## src/rtl/regfile_wb_arbiter.sv

```systemverilog
`default_nettype none
// ============================================================================
//  Module   : regfile_wb_arbiter
//  Purpose  : Shares the register file's single write port between the ALU
//             result path and the memory-load path. Each requester uses a
//             valid/ready handshake. One requester wins per cycle. MEM wins
//             ties until the ALU has waited MAX_WAIT cycles. Writes to $0 are
//             accepted but suppressed. The write port is driven from flops,
//             so there is exactly one cycle of latency.
//  Ports    : clk, rst (async, active-high)
//             alu_valid/alu_reg/alu_data -> alu_ready (comb)
//             mem_valid/mem_reg/mem_data -> mem_ready (comb)
//             write_register, write_data, RegWrite, grant_src (registered)
//             alu_starved (wait counter >= MAX_WAIT)
//  Revision : 1.0 - initial release
// ============================================================================
module regfile_wb_arbiter #(
  parameter int DATA_W   = 32,
  parameter int ADDR_W   = 5,
  parameter int MAX_WAIT = 4
) (
  input  logic              clk,
  input  logic              rst,
  input  logic              alu_valid,
  input  logic [ADDR_W-1:0] alu_reg,
  input  logic [DATA_W-1:0] alu_data,
  output logic              alu_ready,
  input  logic              mem_valid,
  input  logic [ADDR_W-1:0] mem_reg,
  input  logic [DATA_W-1:0] mem_data,
  output logic              mem_ready,
  output logic [ADDR_W-1:0] write_register,
  output logic [DATA_W-1:0] write_data,
  output logic              RegWrite,
  output logic              grant_src,
  output logic              alu_starved
);

  localparam logic [3:0] C_MAX_WAIT = 4'(MAX_WAIT);
  localparam logic [3:0] C_CNT_SAT  = 4'hF;

  logic [3:0]        wait_cnt_q, wait_cnt_d;
  logic [ADDR_W-1:0] write_register_q, write_register_d;
  logic [DATA_W-1:0] write_data_q, write_data_d;
  logic              reg_write_q, reg_write_d;
  logic              grant_src_q, grant_src_d;

  logic              starved;
  logic              alu_gnt;
  logic              mem_gnt;
  logic [ADDR_W-1:0] sel_reg;
  logic [DATA_W-1:0] sel_data;

  assign starved = (wait_cnt_q >= C_MAX_WAIT);

  // Grants double as the ready outputs. Gating with rst keeps both readies
  // low for the whole reset window, so no handshake can complete then.
  always_comb begin
    alu_gnt = !rst && alu_valid && (!mem_valid || starved);
    mem_gnt = !rst && mem_valid && (!alu_valid || !starved);
  end

  always_comb begin
    sel_reg  = mem_gnt ? mem_reg  : alu_reg;
    sel_data = mem_gnt ? mem_data : alu_data;
  end

  // Next-state logic for the write port and the ALU wait counter.
  always_comb begin
    write_register_d = write_register_q;
    write_data_d     = write_data_q;
    reg_write_d      = 1'b0;
    grant_src_d      = grant_src_q;
    wait_cnt_d       = wait_cnt_q;

    if (alu_gnt || mem_gnt) begin
      grant_src_d = mem_gnt;
      // A $0 destination completes the handshake but leaves the port idle
      // and the address/data lines at their previous values.
      if (sel_reg != '0) begin
        reg_write_d      = 1'b1;
        write_register_d = sel_reg;
        write_data_d     = sel_data;
      end
    end

    if (!alu_valid || alu_gnt) begin
      wait_cnt_d = 4'd0;
    end else if (wait_cnt_q != C_CNT_SAT) begin
      wait_cnt_d = wait_cnt_q + 4'd1;
    end
  end

  always_ff @(posedge clk or posedge rst) begin
    if (rst) begin
      write_register_q <= '0;
      write_data_q     <= '0;
      reg_write_q      <= 1'b0;
      grant_src_q      <= 1'b0;
      wait_cnt_q       <= 4'd0;
    end else begin
      write_register_q <= write_register_d;
      write_data_q     <= write_data_d;
      reg_write_q      <= reg_write_d;
      grant_src_q      <= grant_src_d;
      wait_cnt_q       <= wait_cnt_d;
    end
  end

  assign alu_ready      = alu_gnt;
  assign mem_ready      = mem_gnt;
  assign write_register = write_register_q;
  assign write_data     = write_data_q;
  assign RegWrite       = reg_write_q;
  assign grant_src      = grant_src_q;
  assign alu_starved    = starved;

endmodule
`default_nettype wire

```

## config.mk

```make
export PLATFORM = sky130hd
export DESIGN_NAME = regfile_wb_arbiter
export DESIGN_NICKNAME = d
export VERILOG_FILES = /design/src/rtl/regfile_wb_arbiter.sv
export SDC_FILE = /design/constraint.sdc
export NUM_CORES = 1
export LEC_CHECK = 0
export BUFFER_PORTS_ARGS = -buffer_cell sky130_fd_sc_hd__buf_4
export CELL_PAD_IN_SITES_DETAIL_PLACEMENT = 0
export CELL_PAD_IN_SITES_GLOBAL_PLACEMENT = 1
export CORE_MARGIN = 4
export CORE_UTILIZATION = 35
export DETAILED_ROUTE_END_ITERATION = 8
export PLACE_DENSITY = 0.83
export SLEW_MARGIN = 10
export SYNTH_ARGS = -nofsm -noshare
export SYNTH_HDL_FRONTEND = slang
export SYNTH_SLANG_ARGS = --single-unit
export TNS_END_PERCENT = 5
```

## constraint.sdc

```tcl
create_clock -name clk -period 3.3 [get_ports clk]
set_clock_uncertainty 0.15 [all_clocks]
set_input_delay 0.495 -clock clk [delete_from_list [all_inputs] [get_ports clk]]
set_output_delay 0.495 -clock clk [all_outputs]
set_load 0.005 [all_outputs]
```

# After elaboration in Yosys (flattened, before gate mapping)
# Index checks and enable logic that the tools add are counted.
[totals] reg_bits=43 latch_bits=0 ramBits=0 rom_bits=0 elab_cells=29 mem_count=0
[op_classes] addsub=1 n_mul=0 div_mod_pow=0 order_cmp=1 eq_ne=1 shift=0 n_mux=6 bitwise=0 reduce_logical=15
[ops] op="$mux W32" count=1
[ops] op="$mux W4" count=2
[ops] op="$mux W5" count=1
[ops] op="$reduce_bool A5 Y1" count=1
[ops] op="$add A4 B1 Y4 const B" count=1
[ops] op="$ge A4 B3 Y1 const B" count=1
[ops] op="$logic_and A1 B1 Y1" count=4
[ops] op="$logic_not A1 Y1" count=4
[ops] op="$logic_or A1 B1 Y1" count=4
[ops] op="$ne A4 B4 Y1 const B" count=1
[ops] op="$mux W1" count=2
[ops] op="$reduce_and A2 Y1" count=1
[ops] op="$reduce_bool A2 Y1" count=1

# Depth between registers and ports, before layout
# Gate-level depths: netlist of run 1.
[logic_depth] word_depth=8 mapped_depth=6

# Least setup slack after synthesis of run 1
# OpenSTA, ideal clock, no wires.
[synth_timing] path_kind="input -> output" startpoint="in rst" endpoint="out mem_ready" arrival_time_ns=2.439 required_time_ns=2.655 setup_slack_ns=0.216 stages=4 path_cell_list="inv_1 > nand3_2 > inv_2 > buf_2"
[synth_via] elab_chain_len=3
[synth_lines] element="start, declared" line_no="23" text="input logic rst,"
[synth_lines] element="$logic_not A1 Y1 (no source line)"
[synth_lines] element="$logic_and A1 B1 Y1 (2 in series)" line_no="60" text="mem_gnt = !rst && mem_valid && (!alu_valid || !starved);"
[synth_lines] element="end, declared" line_no="31" text="output logic mem_ready,"
# Every way passes these cells.

# Worst setup path in the final report of run 1
[layout_timing] startpoint="reg wait_cnt_q[2]" endpoint="out mem_ready"
[layout_via] elab_chain_len=4
[layout_lines] element="start, declared" line_no="42" text="logic [3:0] wait_cnt_q, wait_cnt_d;"
[layout_lines] element="start signal, assigned" line_no="106" text="wait_cnt_q <= wait_cnt_d;"
[layout_lines] element="$ge A4 B3 Y1" line_no="54" text="assign starved = (wait_cnt_q >= C_MAX_WAIT);"
[layout_lines] element="$logic_not A1 Y1" line_no="60"
[layout_lines] element="$logic_or A1 B1 Y1" line_no="60"
[layout_lines] element="$logic_and A1 B1 Y1" line_no="60"
# Every way passes these cells.

==> flow_metrics.env, run 1 <==
export IMPL_status="finished clean"
export IMPL_p_leak_nw=1.746
export IMPL_cts_max_level=2
export IMPL_syn_num_nets=311
export IMPL_vias=2186
export IMPL_grt_max_degree=47
export IMPL_ys_types=38
export IMPL_rsz0062_at_grt="no"
export IMPL_cts_root_buf="clkbuf_8"
export IMPL_fmax_mhz=427.0
export IMPL_synth_adder_area_share_pct=0.4803
export IMPL_syn_inst=232
export IMPL_grt_pass1_vias=2253
export IMPL_area_delta_synth_final_pct=40.68
export IMPL_finalNetCount=431
export IMPL_max_vdd_ir_drop_uv=179.3
export IMPL_post_cts_resized=0
export IMPL_relSlewSlack_pct=60.56
export IMPL_path_cells="o21ai_1 -> nand3_2 -> inv_2 -> buf_4"
export IMPL_fin_crit_sh_pct=70.97
export IMPL_drc=0
export IMPL_via_per_inst=4.847
export IMPL_grt_antenna_before_repair=0
export IMPL_crit_path_max_fanout=12
export IMPL_postCtsSetupBuffers=0
export IMPL_grt_pass1_wl_mm=10.81
export IMPL_die_x_um=94.27
export IMPL_synthSimpleGateAreaFrac_pct=9.702
export IMPL_diodes=0
export IMPL_synth_top_family_by_area="compound AO/OA/AOI/OAI gates"
export IMPL_tightest_slew_ns=0.5916
export IMPL_maxSlewViolCount=0
export IMPL_synthFlopType="dfrtp_1"
export IMPL_cts_tree="built"
export IMPL_finalSetupViolCount=0
export IMPL_setup_tns_ns=0
export IMPL_wl_mm=6.826
export IMPL_critPathSlowestCell="dfrtp_1"
export IMPL_die_h_um=94.27
export IMPL_crit_arrival_ns=1.70
export IMPL_start_util_pct=35.92
export IMPL_drive_gt1_share_pct=51.14
export IMPL_clk_pin_slew_worst_paths_ns=0.08
export IMPL_synth_common_cells="43 x dfrtp_1, 37 x nor2_1, 36 x inv_1, 36 x mux2i_1, 30 x a221oi_2"
export IMPL_fill_cells=694
export IMPL_power_density_nw_per_um2=383.6
export IMPL_grtUsageTotal_pct=15.42
export IMPL_ios=120
export IMPL_num_rows=31
export IMPL_first_pass_iters=4
export IMPL_hp_class="in -> async"
export IMPL_yosysMostFrequentCell="dfrtp_1"
export IMPL_clock_latency_ns=0.29
export IMPL_critical_path_class="reg -> out"
export IMPL_drv_cap=0
export IMPL_critPathBufInv=2
export IMPL_power_total_mw=1.406
export IMPL_yosys_warnings=0
export IMPL_crit_path_end_kind="output pin"
export IMPL_final_hold_violation_count=0
export IMPL_overflow=0
export IMPL_io_buffers=119
export IMPL_first_iter_violations=89
export IMPL_cp_required_ns=2.65
export IMPL_postRouteAntennaNets=0
export IMPL_cp_startpoint="wait_cnt_q[2]"
export IMPL_die_area_um2=8887
export IMPL_synth_xor_area_share_pct=0.3362
export IMPL_async_flop_share_pct=100.0
export IMPL_core_area_um2=7253
export IMPL_synth_area_um2=2605
export IMPL_synth_avg_cell_area_um2=11.23
export IMPL_cts_hold_fix_buffers=0
export IMPL_yosys_area_top_type="dfrtp_1"
export IMPL_slowest_delay_ns=0.46
export IMPL_fin_crit_ns=2.342
export IMPL_wire_per_inst_um=15.14
export IMPL_synth_area_mux_share_pct=13.83
export IMPL_synth_top_cells_by_area="dfrtp_1 41%, a221oi_2 17%, mux2i_1 14%"
export IMPL_worstSetupStartpointType="register"
export IMPL_cts_buffers=5
export IMPL_ys_ff_latch=43
export IMPL_cts_sinks=43
export IMPL_clock_path_buffers=2
export IMPL_regToRegStartpoint="wait_cnt_q[2]"
export IMPL_synth_edf_count=0
export IMPL_critical_path_top_delay_family="buffers and inverters"
export IMPL_place_congestion=0.7527
export IMPL_seq_area_frac_synth_pct=41.31
export IMPL_synth_compound_area_share_pct=25.07
export IMPL_yosysTopAreaCellShare_pct=41.31
export IMPL_dp_hpwl_mm=5.086
-- worst reg2reg max path: stages (launching register included) --
cell and delay, ns:
dfrtp_1 0.46, o21ai_1 0.18, nand3_2 0.22, inv_2 0.36, o31ai_4 0.10, buf_4 0.32
a221oi_1 0.34
-- final cells by class --
cell class | count | area, µm² | area share, %
Tap cell | 99 | 123.9 | 3.380
Clock inverter | 1 | 5.005 | 0.1366
Inverter | 37 | 138.9 | 3.790
Sequential cell | 43 | 1076 | 29.36
Clock buffer | 6 | 82.58 | 2.253
Multi-Input combinational cell | 140 | 1287 | 35.13
Timing Repair Buffer | 125 | 950.9 | 25.95
-- registers in the layout, indices dropped and copies added, names as in the netlist --
register,count
write_data,32
write_register,5
wait_cnt_q,4
RegWrite,1
grant_src,1
-- worst paths after layout --
check,end,slack [ns],depth (start not counted)
hold / removal,grant_src,0.24,3
max in group asynchronous,RegWrite,2.37,3
setup reg to reg,write_data[10],1.07,6
min in group clk,write_register[0],0.32,3
setup / recovery,mem_ready,0.96,4
hold reg to reg,write_register[4],0.38,1
-- metal layers --
metal | wire (µm) | GRT usage [%] | vias up | part of all wire, %
li1 | - | - | 1072 | -
met1 | 2861 | 19.47 | 1031 | 42
met2 | 3365 | 25.59 | 76 | 49
met3 | 529 | 4.888 | 7 | 7.7
met4 | 69 | 3.610 | 0 | 1.0
met5 | 0 | 0 | - | 0
-- power breakdown --
part           internal, mW  switching (mW)
logic                 0.243           0.169
registers             0.597          0.0552
clock network         0.164           0.177
total                  1.00           0.401
-- logic make-up after synthesis --
logic type | count (synthesis)
fa+ha+maj | 1
compound gates | 50
mux | 36
simple gates | 52
flops | 43
buf+inv | 49
xor+xnor | 1
-- through the flow --
step           std cells  hold WS, ns  util [%]  setup slack, ns  area, µm²
3_5_place_dp         444       0.3631     49.32           0.7879       3577
3_3_place_gp         444       0.3506     49.32           0.8183       3577
5_1_grt              451       0.3021     50.53           0.8269       3665
2_1_floorplan        232       0.3483         -           0.2158       2605
4_1_cts              451       0.2527     50.53           0.9363       3665
6_report             451       0.2420     50.53           0.9580       3665
-- placed cells by master (no fill, tap or decap) --
cell type,count
a211oi_1,1
a31oi_1,1
nor2_8,1
a221oi_1,2
or4_4,2
clkbuf_8,6
nor3_1,1
nand3_1,3
nor2_1,37
and3_1,1
dfrtp_1,43
nand3_2,1
clkinv_2,1
a21bo_2,1
buf_12,1
inv_1,35
o21ai_1,1
inv_2,2
xnor2_1,1
nand2_1,2
or3b_2,1
o21ai_0,1
ha_1,1
a211o_2,3
nor2b_1,1
or2_2,1
o21ba_2,1
o31a_1,1
a21oi_1,1
o211ai_1,1
a221oi_2,30
mux2i_1,36
buf_4,124
o2111ai_4,1
o221a_2,3
a211o_1,1
and2_1,1
o31ai_4,1
(Power assumes the default switching activity.)
==> run 2, diff against run 1 <==
--- a/config.mk
+++ b/config.mk
@@ -5,13 +5,14 @@
 export SDC_FILE = /design/constraint.sdc
 export NUM_CORES = 1
 export LEC_CHECK = 0
+export ABC_AREA = 1
 export BUFFER_PORTS_ARGS = -buffer_cell sky130_fd_sc_hd__buf_4
 export CELL_PAD_IN_SITES_DETAIL_PLACEMENT = 0
 export CELL_PAD_IN_SITES_GLOBAL_PLACEMENT = 1
 export CORE_MARGIN = 4
-export CORE_UTILIZATION = 35
+export CORE_UTILIZATION = 31
 export DETAILED_ROUTE_END_ITERATION = 8
-export PLACE_DENSITY = 0.83
+export PLACE_DENSITY = 0.84
 export SLEW_MARGIN = 10
 export SYNTH_ARGS = -nofsm -noshare
 export SYNTH_HDL_FRONTEND = slang
==> constraint.sdc (replaced) <==
create_clock -name clk -period 2.35 [get_ports clk]
set_clock_uncertainty 0.15 [all_clocks]
set_input_delay 0.3525 -clock clk [delete_from_list [all_inputs] [get_ports clk]]
set_output_delay 0.3525 -clock clk [all_outputs]
set_load 0.005 [all_outputs]
==> run 2 against run 1 <==
  * Wire length decreased by 4.6%
  * Worst setup slack got worse by 0.80 ns
  * Critical path depth increased by 1
  * Clock-buffer cell count unchanged
  * Combinational power increased by 50%
  * Synthesized cell count increased by 42%
  * Register-to-register slack got worse by 0.75 ns
  * Total power increased by 52%
  * First-iteration DRC count decreased by 31%
  * Via count increased by 8.4%
  * Non-clock buffer count increased by 3
  * Sequential cell count unchanged
==> flow_metrics.env, run 2 <==
export IMPL_status="finished clean"
export IMPL_yosysTopAreaCellShare_pct=45.87
export IMPL_finalNonFillerCells=548
export IMPL_worstRegToRegCells=8
export IMPL_largest_register_ffs=32
export IMPL_hp_class="in -> reg"
export IMPL_reg2reg_slack_ns=0.32
export IMPL_seq_area_frac_synth_pct=45.87
export IMPL_grt_antenna_before_repair=0
export IMPL_r2r_end="write_data[23]"
export IMPL_synth_top_cells_by_area="dfrtp_1 46%, nand2_1 30%, nand3_1 8.3%"
export IMPL_layout_common_cells="185 x nand2_1, 126 x buf_4, 43 x dfrtp_1"
export IMPL_fill_cells=780
export IMPL_drv_cap=0
export IMPL_grt_max_degree=37
export IMPL_synth_edf_count=0
export IMPL_dp_hpwl_mm=4.968
export IMPL_ios=120
export IMPL_cp_required_ns=1.85
export IMPL_synth_common_cells="185 x nand2_1, 43 x dfrtp_1, 39 x nand3_1"
export IMPL_ys_types=26
export IMPL_place_congestion=0.7527
export IMPL_critical_path_class="reg -> out"
export IMPL_setup_tns_ns=0
export IMPL_clock_latency_ns=0.29
export IMPL_die_area_um2=9023
export IMPL_drive_gt1_share_pct=32.74
export IMPL_crit_path_max_fanout=23
export IMPL_first_pass_iters=4
export IMPL_yosys_warnings=0
export IMPL_via_per_inst=4.325
export IMPL_wl_mm=6.509
export IMPL_start_util_pct=32.17
export IMPL_grtUsageTotal_pct=14.77
export IMPL_area_delta_synth_final_pct=47.57
export IMPL_grt_pass1_wl_mm=10.52
export IMPL_crit_arrival_ns=1.69
export IMPL_diodes=0
export IMPL_final_common_cell="nand2_1"
export IMPL_maxSlewViolCount=0
export IMPL_syn_inst=330
export IMPL_clk_pin_slew_worst_paths_ns=0.08
export IMPL_grt_pass1_vias=2371
export IMPL_max_vdd_ir_drop_uv=306.1
export IMPL_io_buffers=119
export IMPL_async_flop_share_pct=100.0
export IMPL_finalSetupViolCount=0
export IMPL_cts_sinks=43
export IMPL_min_to="write_data[2]"
export IMPL_yosys_area_top_type="dfrtp_1"
export IMPL_synth_area_um2=2346
export IMPL_cts_tree="built"
export IMPL_design_area_um2=3462
export IMPL_clock_path_buffers=2
export IMPL_finalNetCount=527
export IMPL_vias=2370
export IMPL_crit_path_end_kind="output pin"
export IMPL_fin_crit_ns=2.192
export IMPL_core_area_um2=7292
export IMPL_hold_ws_ns=0.2273
export IMPL_first_iter_violations=61
export IMPL_dpl_cell_count=539
export IMPL_postRouteAntennaNets=0
export IMPL_overflow=0
export IMPL_die_h_um=94.99
export IMPL_cts_max_level=2
export IMPL_power_density_nw_per_um2=617.9
export IMPL_num_rows=31
export IMPL_worstSetupStartpointType="register"
export IMPL_drc=0
export IMPL_ys_ff_latch=43
export IMPL_cts_root_buf="clkbuf_8"
export IMPL_regToRegStartpoint="wait_cnt_q[2]"
export IMPL_synth_avg_cell_area_um2=7.109
export IMPL_holdCritStartpoint="mem_data[2]"
export IMPL_p_leak_nw=2.043
export IMPL_final_hold_violation_count=0
export IMPL_cts_buffers=5
export IMPL_relSlewSlack_pct=70.78
export IMPL_die_x_um=94.99
export IMPL_wire_per_inst_um=11.88
export IMPL_fin_crit_sh_pct=93.29
export IMPL_rsz0062_at_grt="no"
export IMPL_tightest_slew_ns=0.4377
export IMPL_syn_num_nets=409
export IMPL_synthFlopType="dfrtp_1"
export IMPL_hold_depth=5
export IMPL_yosysMostFrequentCell="nand2_1"
export IMPL_utilization_pct=47.48
export IMPL_fmax_mhz=456.1
export IMPL_place_area_um2=3326
-- run 2: power breakdown --
part / leakage, nW / total (mW) / internal [mW] / switching, mW
registers: 0.537 / 0.937 / 0.864 / 0.0727
clock network: 0.0612 / 0.587 / 0.344 / 0.243
logic: 1.44 / 0.616 / 0.337 / 0.279
total: 2.04 / 2.14 / 1.54 / 0.595
-- run 2: worst max-delay path, stage by stage (launching register included) --
cell and delay (ns):
dfrtp_1 0.45, o21ai_4 0.28, nand2_8 0.17, inv_2 0.11
buf_4 0.23, buf_4 0.15
-- run 2: metrics by stage --
stage | worst slack [ns] | power (mW)
floorplan | 0.6276 | 1.210
global placement | 0.3136 | 1.567
detailed placement | 0.2407 | 1.579
CTS | 0.1214 | 2.182
global route | 0.03109 | 2.294
finish | 0.1576 | 2.139
-- run 2: area by class of cell --
type | count | area [µm²] | area share [%]
Multi-Input combinational cell | 250 | 1094 | 31.59
Sequential cell | 43 | 1076 | 31.08
Timing Repair Buffer | 128 | 975.9 | 28.19
Tap cell | 99 | 123.9 | 3.578
Clock buffer | 6 | 82.58 | 2.385
Inverter | 20 | 75.07 | 2.168
Clock inverter | 2 | 35.03 | 1.012
-- run 2: routing by layer --
metal	track usage, %	up-vias	wire length (µm)
met5	0	-	0
met1	18.39	1051	2807
met3	3.506	5	422
met2	25.31	67	3222
li1	-	1247	-
met4	4.447	0	57
-- run 2: how the worst max path moves through the flow --
stage | from | to | cells after the start | slack [ns]
5_1_grt | wait_cnt_q[2] | mem_ready | 5 | 0.03
3_5_place_dp | rst | write_data[15] | 9 | 0.24
2_1_floorplan | wait_cnt_q[3] | write_data[20] | 11 | 0.63
3_3_place_gp | rst | write_data[7] | 9 | 0.31
6_report | wait_cnt_q[2] | mem_ready | 5 | 0.16
4_1_cts | wait_cnt_q[2] | mem_ready | 5 | 0.12
-- run 2: kinds of logic (layout without fill, tap and decap cells) --
kind of cell / Yosys count / in the layout / share of synthesized area, %
DFF: 43 / 43 / 45.87
adders and majority gates: 1 / 1 / 0.5332
buffers and inverters: 37 / 156 / 7.893
and+or+nand+nor: 242 / 242 / 42.67
muxes: 1 / 1 / 0.4267
AOI/OAI and AO/OA: 5 / 5 / 2.240
xor gates and xnor gates: 1 / 1 / 0.3734
-- run 2: repair_timing --
action,4_1_cts,5_1_grt
resized for setup,0,1
setup buffers,0,0
hold endpoints to repair,19,0
hold buffers,1,0
setup endpoints to repair,0,1
